`config.mk`:
```
export PLATFORM = sky130hd
export DESIGN_NAME = ifetch_unit_flat
export DESIGN_NICKNAME = d
export VERILOG_FILES = /design/src/rtl/ifetch_unit_if.sv /design/src/rtl/ifetch_unit.sv /design/src/flat_wrapper.sv
export SDC_FILE = /design/constraint.sdc
export NUM_CORES = 1
export LEC_CHECK = 0
export BUFFER_PORTS_ARGS = -buffer_cell sky130_fd_sc_hd__buf_2
export CORE_ASPECT_RATIO = 1.75
export CORE_MARGIN = 2
export CORE_UTILIZATION = 40
export CTS_BUF_LIST = sky130_fd_sc_hd__clkbuf_4 sky130_fd_sc_hd__clkbuf_8
export DETAILED_ROUTE_END_ITERATION = 8
export PLACE_DENSITY_LB_ADDON = 0.1
export SYNTH_ARGS = -nofsm -noshare
export SYNTH_HDL_FRONTEND = slang
export SYNTH_SLANG_ARGS = --single-unit
```
`constraint.sdc`:
```
create_clock -name clk -period 4.6 [get_ports clk]
set_input_delay 1.38 -clock clk [delete_from_list [all_inputs] [get_ports clk]]
set_output_delay 1.38 -clock clk [all_outputs]
set_load 0.05 [all_outputs]
```
`src/rtl/ifetch_unit_if.sv`:
```
// Instruction-memory fetch bus: request/address from the fetch unit, ack/data from memory.
interface ifetch_unit_if #(
  parameter int ADDR_W = 32
);
  logic              imem_req;
  logic [ADDR_W-1:0] imem_addr;
  logic              imem_ack;
  logic [31:0]       imem_rdata;

  modport master (output imem_req, imem_addr, input imem_ack, imem_rdata);
  modport slave  (input imem_req, imem_addr, output imem_ack, imem_rdata);
endinterface

```
`src/rtl/ifetch_unit.sv`:
```
// MIPS instruction-fetch stage: owns the PC, fetches over a req/ack bus and forms the next PC on retire.
// Optional performance counters (retired_cnt, fetch_wait_cnt) are enabled by `IFETCH_PERF_CNT_EN.
module ifetch_unit #(
  parameter logic [31:0] RESET_PC = 32'h0000_0000,
  parameter int          ADDR_W   = 32
) (
  input  logic              clk,
  input  logic              rst_n,
  ifetch_unit_if.master     mem,
  output logic [31:0]       instr,
  output logic              instr_valid,
  output logic [ADDR_W-1:0] pc,
  output logic [ADDR_W-1:0] pc_plus4,
  input  logic              pcsrc,
  input  logic              jump,
  input  logic              jumpr,
  input  logic [ADDR_W-1:0] jr_target,
  input  logic              stall,
  output logic              fetch_fault
`ifdef IFETCH_PERF_CNT_EN
  ,
  output logic [31:0]       retired_cnt,
  output logic [31:0]       fetch_wait_cnt
`endif
);

  typedef enum logic [1:0] {BOOT, FETCH, ISSUE, FAULT} state_t;

  state_t            state;
  state_t            state_n;
  logic [ADDR_W-1:0] next_pc;
  logic [ADDR_W-1:0] branch_off;
  logic              retire;
  logic              fetch_done;

  assign pc_plus4      = pc + 32'd4;
  assign branch_off    = {{14{instr[15]}}, instr[15:0], 2'b00};
  assign retire        = (state == ISSUE) && !stall;
  assign fetch_done    = (state == FETCH) && mem.imem_ack;
  assign mem.imem_addr = pc;

  // Control-flow priority: register jump, then J-type, then taken branch.
  always_comb begin
    next_pc = pc_plus4;
    if (jumpr)
      next_pc = jr_target;
    else if (jump)
      next_pc = {pc_plus4[ADDR_W-1:ADDR_W-4], instr[25:0], 2'b00};
    else if (pcsrc)
      next_pc = pc_plus4 + branch_off;
  end

  always_ff @(posedge clk or negedge rst_n) begin
    if (!rst_n)
      state <= BOOT;
    else
      state <= state_n;
  end

  always_comb begin
    state_n = state;
    case (state)
      BOOT:    state_n = FETCH;
      FETCH:   if (mem.imem_ack) state_n = ISSUE;
      ISSUE:   if (!stall) state_n = (next_pc[1:0] != 2'b00) ? FAULT : FETCH;
      FAULT:   state_n = FAULT;
      default: state_n = BOOT;
    endcase
  end

  // Outputs decode straight from state so reset removes imem_req without a clock edge.
  always_comb begin
    mem.imem_req = 1'b0;
    instr_valid  = 1'b0;
    fetch_fault  = 1'b0;
    case (state)
      FETCH:   mem.imem_req = 1'b1;
      ISSUE:   instr_valid  = 1'b1;
      FAULT:   fetch_fault  = 1'b1;
      default: ;
    endcase
  end

  always_ff @(posedge clk or negedge rst_n) begin
    if (!rst_n) begin
      pc    <= RESET_PC;
      instr <= 32'h0;
    end else begin
      if (fetch_done)
        instr <= mem.imem_rdata;
      if (retire)
        pc <= next_pc;
    end
  end

`ifdef IFETCH_PERF_CNT_EN
  always_ff @(posedge clk or negedge rst_n) begin
    if (!rst_n) begin
      retired_cnt    <= 32'h0;
      fetch_wait_cnt <= 32'h0;
    end else begin
      if (retire)
        retired_cnt <= retired_cnt + 32'd1;
      if ((state == FETCH) && !mem.imem_ack)
        fetch_wait_cnt <= fetch_wait_cnt + 32'd1;
    end
  end
`endif

endmodule

```
`src/flat_wrapper.sv`:
```
// flat-port wrapper written by rule: the top's interface ports become plain ports
module ifetch_unit_flat 
#(
  parameter logic [31:0] RESET_PC = 32'h0000_0000,
  parameter int          ADDR_W   = 32
)
  (clk, rst_n, instr, instr_valid, pc, pc_plus4, pcsrc, jump, jumpr, jr_target, stall, fetch_fault, mem_imem_req, mem_imem_addr, mem_imem_ack, mem_imem_rdata);
  ifetch_unit_if #(.ADDR_W(ADDR_W)) mem_i ();
  input  logic clk;
  input  logic rst_n;
  output logic [31:0] instr;
  output logic instr_valid;
  output logic [ADDR_W-1:0] pc;
  output logic [ADDR_W-1:0] pc_plus4;
  input  logic pcsrc;
  input  logic jump;
  input  logic jumpr;
  input  logic [ADDR_W-1:0] jr_target;
  input  logic stall;
  output logic fetch_fault;
  output wire logic [$bits(mem_i.imem_req)-1:0] mem_imem_req;
  output wire logic [$bits(mem_i.imem_addr)-1:0] mem_imem_addr;
  input wire logic [$bits(mem_i.imem_ack)-1:0] mem_imem_ack;
  input wire logic [$bits(mem_i.imem_rdata)-1:0] mem_imem_rdata;
  assign mem_imem_req = mem_i.imem_req;
  assign mem_imem_addr = mem_i.imem_addr;
  assign mem_i.imem_ack = mem_imem_ack;
  assign mem_i.imem_rdata = mem_imem_rdata;
  ifetch_unit #(.RESET_PC(RESET_PC), .ADDR_W(ADDR_W)) u_core (.clk(clk), .rst_n(rst_n), .mem(mem_i), .instr(instr), .instr_valid(instr_valid), .pc(pc), .pc_plus4(pc_plus4), .pcsrc(pcsrc), .jump(jump), .jumpr(jumpr), .jr_target(jr_target), .stall(stall), .fetch_fault(fetch_fault));
endmodule
```
==> reports/qor.csv, run 1 <==
metric;value;unit
status;completed;
cts repair resizes;0;
Synth top area share;0.281;
clock-pin slew on the worst setup and hold paths;0.09;ns
Port Buffer Count;201;
Clock Sinks;66;
TNS Setup;0;ns
post-synthesis xor/xnor area fraction;0.0685;
largest family of logic cells by synthesized area;compound AO/OA/AOI/OAI gates;
htree depth;3;
Initial Utilization;0.410;
CTS tree;built;
sequential-to-total area share from yosys stat;0.281;
worst slack at placement;0.583;ns
commonest cells in the netlist;dfrtp_1, nor2_1, a21oi_1;
Post-CTS Setup Inserts;0;
Top FF cell, synth;dfrtp_1;
max-slew violations;0;
Via density;5.64;
PnR worst setup slack;0.248;ns
critical path type;flip-flop to output pin;
worst-case clock buffer depth;2;
WL per Instance;19.9;µm
CTS Buf Count;9;
Clock Skews;0.0109;ns
Core Area;0.0144;mm²
vias;5871;
first-pass GRT wire length;31300;µm
Distinct cells, synth;67;
vias in the first global route;5897;
Post-synth EDFFs;0;
I/O Pins;202;
crit share post-route;0.946;
crit path max fanout;7;
Slew headroom;0.201;
crit path cell chain;ha_1, and2_1, nand4_1, nor3_1, and3_1, xor2_1, buf_2;
worst hold-check path type;flip-flop to flip-flop;
Synth Area in Compound Gates;0.240;
Mapped Area;0.00589;mm²
Synth Area in Adders;0.0799;
# diodes;0;
Post-Synth Simple-Gate Area;0.185;
Startpoint Class;flip-flop;
post-synth net total;805;
Critical Path Max Stage Delay;0.49;ns
area leader, netlist;dfrtp_1;
Crit. End Element;output pin;
mux cell area share after synthesis;0.0714;
hpwl dp;15400;µm
antenna viol nets, final;0;
final core utilization;0.492;
minimum clock period;4.35;ns
Req. time, crit path;3.22;ns
endpoints failing setup;0;
synth warn;0;
initial antenna violation count;1;
crit-path leading delay family;simple AND/OR/NAND/NOR gates;
pin count of the biggest net entering global routing;67;
die height;164;µm
Post-Route WL;20700;µm
row count;58;
DIE AREA;0.0157;mm²
Buf+Inv Stages, Crit Path;1;
drt drc;0;
Critical Path AT;2.97;ns
Yosys reg bits;66;
Syn-to-layout area delta;20.1;%
# hold bufs at CTS;0;
synth top area cells;dfrtp_1, ha_1, mux2_2, a21oi_1, buf_4;
f_max;0.230;GHz
GRT Residual Overflow;0;
Worst-Skew Late Latency;0.36;ns
gate count of the mapped netlist;697;
GP Congestion;0.966;
die width;95.7;µm
total track usage;0.262;
Worst path slowest cell;nor3_1;
Max Cap Viol;0;
syn_area_per_cell;8.44;µm²
RSZ-0062 raised after global routing;no;
nets@finish;964;
number of DRC markers in iteration 0;262;
Worst Tran Pin Value;1.19;ns
Final Hold Violating Endpoints;0;
clock root cell;clkbuf_8;
DRT Pass-1 Iters;5;
Async S/R FF share, synth;1.00;
layout cells sized above 1;0.322;
metal layers:
layer  vias up  global-route usage  share of wire
met4         0               0.127          0.041
met5         -                   0              0
met3        43              0.0433          0.057
met2       214               0.476           0.53
li1       2821                   -              -
met1      2793               0.288           0.37
cells by family after synthesis:
kind of cell	count (synthesis)
compound gates	205
fa+ha+maj	37
buf+inv	83
flops	66
simple gates	222
xor+xnor	46
mux	38
cell type report:
type | instances | area, µm²
clock buffer | 9 | 124
sequential | 66 | 1650
tap | 180 | 225
clock inverter | 7 | 100
inverter | 17 | 63.8
timing repair buffer | 214 | 1100
multi-input combinational | 548 | 3800
fill | 1470 | 7300
flip-flops by register name, summed over array words and instances (netlist names):
name / cells
u_core.instr: 32
u_core.mem.imem_addr: 32
u_core.state: 2
cell usage in the layout (no fill, tap or decap), types with 6 or more instances in the layout:
| master | count |
|---|---|
| or3_1 | 9 |
| a21oi_1 | 55 |
| a211oi_1 | 12 |
| o21a_1 | 6 |
| inv_1 | 16 |
| a21o_1 | 15 |
| nand4_1 | 9 |
| nor2_1 | 66 |
| nand3_1 | 18 |
| mux2i_1 | 6 |
| o21ai_0 | 45 |
| dfrtp_1 | 66 |
| and3_1 | 14 |
| o211ai_1 | 11 |
| ha_1 | 36 |
| buf_4 | 13 |
| xor2_1 | 20 |
| a211o_1 | 6 |
| nand2_1 | 54 |
| nor3_1 | 16 |
| mux2_2 | 32 |
| a31oi_1 | 10 |
| xnor2_1 | 25 |
| nor2b_1 | 7 |
| buf_2 | 201 |
| and2_1 | 7 |
| clkbuf_8 | 9 |
path summary, 6_finish.rpt:
check / startpoint / endpoint / slack, ns / depth (start not counted)
min in group asynchronous: rst_n / u_core.instr[30]$_DFFE_PN0P_ / 1.21 / 2
max reg2reg: u_core.mem.imem_addr[2]$_DFFE_PN0P_ / u_core.mem.imem_addr[20]$_DFFE_PN0P_ / 0.50 / 14
min reg2reg: u_core.instr[28]$_DFFE_PN0P_ / u_core.instr[28]$_DFFE_PN0P_ / 0.51 / 1
max in group asynchronous: rst_n / u_core.instr[18]$_DFFE_PN0P_ / 2.77 / 2
min: u_core.instr[28]$_DFFE_PN0P_ / u_core.instr[28]$_DFFE_PN0P_ / 0.51 / 1
max: u_core.mem.imem_addr[2]$_DFFE_PN0P_ / pc_plus4[30] / 0.25 / 7
through the flow:
step	hold WS (ns)	instance area (µm²)	std cells
final	0.512	7070	1041
after global routing	0.528	7070	1041
after CTS	0.515	7070	1041
after detailed placement	0.495	6850	1025
after global placement	0.482	6850	1025
after floorplan	0.555	5890	697
Power of run 1 is not shown: default switching activity piles up to over one toggle a cycle in this logic, so the estimate is an artifact.
==> run 2, diff against run 1 <==
- ABC_AREA: not set -> 1
==> run 2 against run 1 <==
Hold slack got worse by 0.0093 ns. First-iteration DRC count rose by 68%. Core utilization down 1.6 points. Count of clock-buffer cells in the layout rose by 2. Synthesized area up 13%. Clock skew is 0.0013 ns lower. Final area grew 10%. Routed wire length rose by 22%. Register-to-register slack better by 0.58 ns. Worst setup slack improved by 0.56 ns. Global-route usage increased by 2.5 points. Critical endpoint is now pc_plus4[24].
==> reports/qor.csv, run 2 <==
metric;value;unit
Worst path slowest cell;dfrtp_1;
sequential-to-total area share from yosys stat;0.249;
Yosys reg bits;66;
Post-CTS Setup Inserts;0;
CTS tree;built;
Worst-Skew Late Latency;0.37;ns
total track usage;0.287;
Final Hold Violating Endpoints;0;
Max Cap Viol;0;
flop2flop setup slack;1.08;ns
placed cells;1424;
initial antenna violation count;0;
post-synth net total;1157;
TNS Setup;0;ns
Clock Skews;0.00963;ns
Startpoint Class;flip-flop;
minimum clock period;3.79;ns
Syn-to-layout area delta;17.4;%
Critical Path AT;2.41;ns
gate count of the mapped netlist;1049;
Distinct cells, synth;47;
hpwl dp;20200;µm
antenna viol nets, final;0;
cell with the most instances after synthesis;nand2_1;
synth top area cells;dfrtp_1, nand2_1, inv_1, ha_1, nor2_1;
crit share post-route;0.825;
capture point of the worst reg-to-reg path;u_core.mem.imem_addr[30]$_DFFE_PN0P_;
Finished Cell Area;0.00779;mm²
Critical Path Max Stage Delay;0.45;ns
GP Congestion;0.985;
DIE AREA;0.0177;mm²
synth warn;0;
Top FF cell, synth;dfrtp_1;
layout cells sized above 1;0.235;
status;completed;
worst hold margin;0.502;ns
area leader, netlist;dfrtp_1;
cell count of the worst reg-to-reg path;22;
GRT Residual Overflow;0;
worst flop-to-flop path startpoint;u_core.mem.imem_addr[2]$_DFFE_PN0P_;
Worst path most repeated cell;nand2_1;
hold path depth;1;
max-slew violations;0;
vias in the first global route;7221;
number of DRC markers in iteration 0;441;
Slew headroom;0.366;
htree depth;3;
Critical Path Source;u_core.mem.imem_addr[2]$_DFFE_PN0P_;
DRT Pass-1 Iters;5;
WL per Instance;17.5;µm
crit path max fanout;7;
Post-synth EDFFs;0;
Synth top area share;0.249;
drt drc;0;
die width;101;µm
endpoints failing setup;0;
crit path cell chain;ha_1, inv_1, nor2_4, nand2_1, nor2_2, nand2_1, nand2_1, nand2_1, inv_1, buf_2;
worst-case clock buffer depth;2;
Async S/R FF share, synth;1.00;
# hold bufs at CTS;0;
# diodes;0;
f_max;0.264;GHz
pin count of the biggest net entering global routing;67;
non-filler instance count after layout;1440;
die height;174;µm
Clock Sinks;66;
worst hold start;u_core.instr[27]$_DFFE_PN0P_;
commonest cells in the netlist;nand2_1, inv_1, nor2_1;
row count;62;
Initial Utilization;0.406;
first-pass GRT wire length;38400;µm
cts repair resizes;0;
Worst Tran Pin Value;0.951;ns
Port Buffer Count;201;
clock-pin slew on the worst setup and hold paths;0.08;ns
DP Area;0.00762;mm²
CTS Buf Count;9;
Core Area;0.0164;mm²
Via density;5.15;
vias;7409;
critical path type;flip-flop to output pin;
Post-Route WL;25200;µm
Crit. End Element;output pin;
clock root cell;clkbuf_8;
Mapped Area;0.00664;mm²
worst hold-check path type;flip-flop to flip-flop;
most frequent cells in the layout;nand2_1, buf_2, inv_1;
commonest non-fill, non-tap cell in the layout;nand2_1;
RSZ-0062 raised after global routing;no;
I/O Pins;202;
syn_area_per_cell;6.33;µm²
nets@finish;1319;
Hold Path End;u_core.instr[27]$_DFFE_PN0P_;
Req. time, crit path;3.22;ns
## run 2: cell types whose count changed after synthesis, moves of 11 or more
| cell | delta |
|---|---|
| nand2_1 | +279 |
| inv_1 | +120 |
| nor2_1 | +49 |
| nand3_1 | +41 |
| xnor2_1 | -23 |
| and3_1 | -14 |
| clkbuf_1 | -12 |
| a21o_1 | -11 |
## run 2: worst max-delay path by stage
stage	to	slack (ns)	depth (start not counted)
after floorplan	u_core.mem.imem_addr[26]$_DFFE_PN0P_	1.02	16
final	pc_plus4[24]	0.81	10
after CTS	pc_plus4[24]	0.84	10
after global placement	u_core.mem.imem_addr[30]$_DFFE_PN0P_	1.17	22
after detailed placement	u_core.mem.imem_addr[30]$_DFFE_PN0P_	1.18	22
after global routing	pc_plus4[24]	0.68	10
## run 2: cells by family after synthesis
logic type | synth area share
xor+xnor | 0.0196
buf+inv | 0.131
mux | 0.0458
flops | 0.249
fa+ha+maj | 0.0709
compound gates | 0.112
simple gates | 0.372
## run 2: metal layers
metal | global-route usage | up-vias | part of all wire
met4 | 0.172 | 0 | 0.063
met2 | 0.506 | 268 | 0.52
met5 | 0 | - | 0
li1 | - | 3642 | -
met3 | 0.0374 | 89 | 0.051
met1 | 0.319 | 3410 | 0.37
## run 2: stage by stage
stage | util | worst slack, ns
after floorplan | - | 1.02
after global placement | 0.466 | 1.17
after detailed placement | 0.466 | 1.18
after CTS | 0.476 | 0.838
after global routing | 0.476 | 0.683
final | 0.476 | 0.806
## run 2: final cells by class
| class | count | area [µm²] |
|---|---|---|
| Clock buffer | 11 | 139 |
| Clock inverter | 5 | 31.3 |
| Fill cell | 1842 | 8580 |
| Inverter | 140 | 527 |
| Multi-Input combinational cell | 788 | 4120 |
| Sequential cell | 66 | 1650 |
| Tap cell | 224 | 280 |
| Timing Repair Buffer | 206 | 1040 |
## run 2: worst max-delay path: cells and delay by family, from the launching register on
family	cells	cell delay, ns
flops	1	0.45
buf+inv	3	0.54
fa+ha+maj	1	0.28
simple gates	6	0.76
Power of run 2 is left out for the same reason.
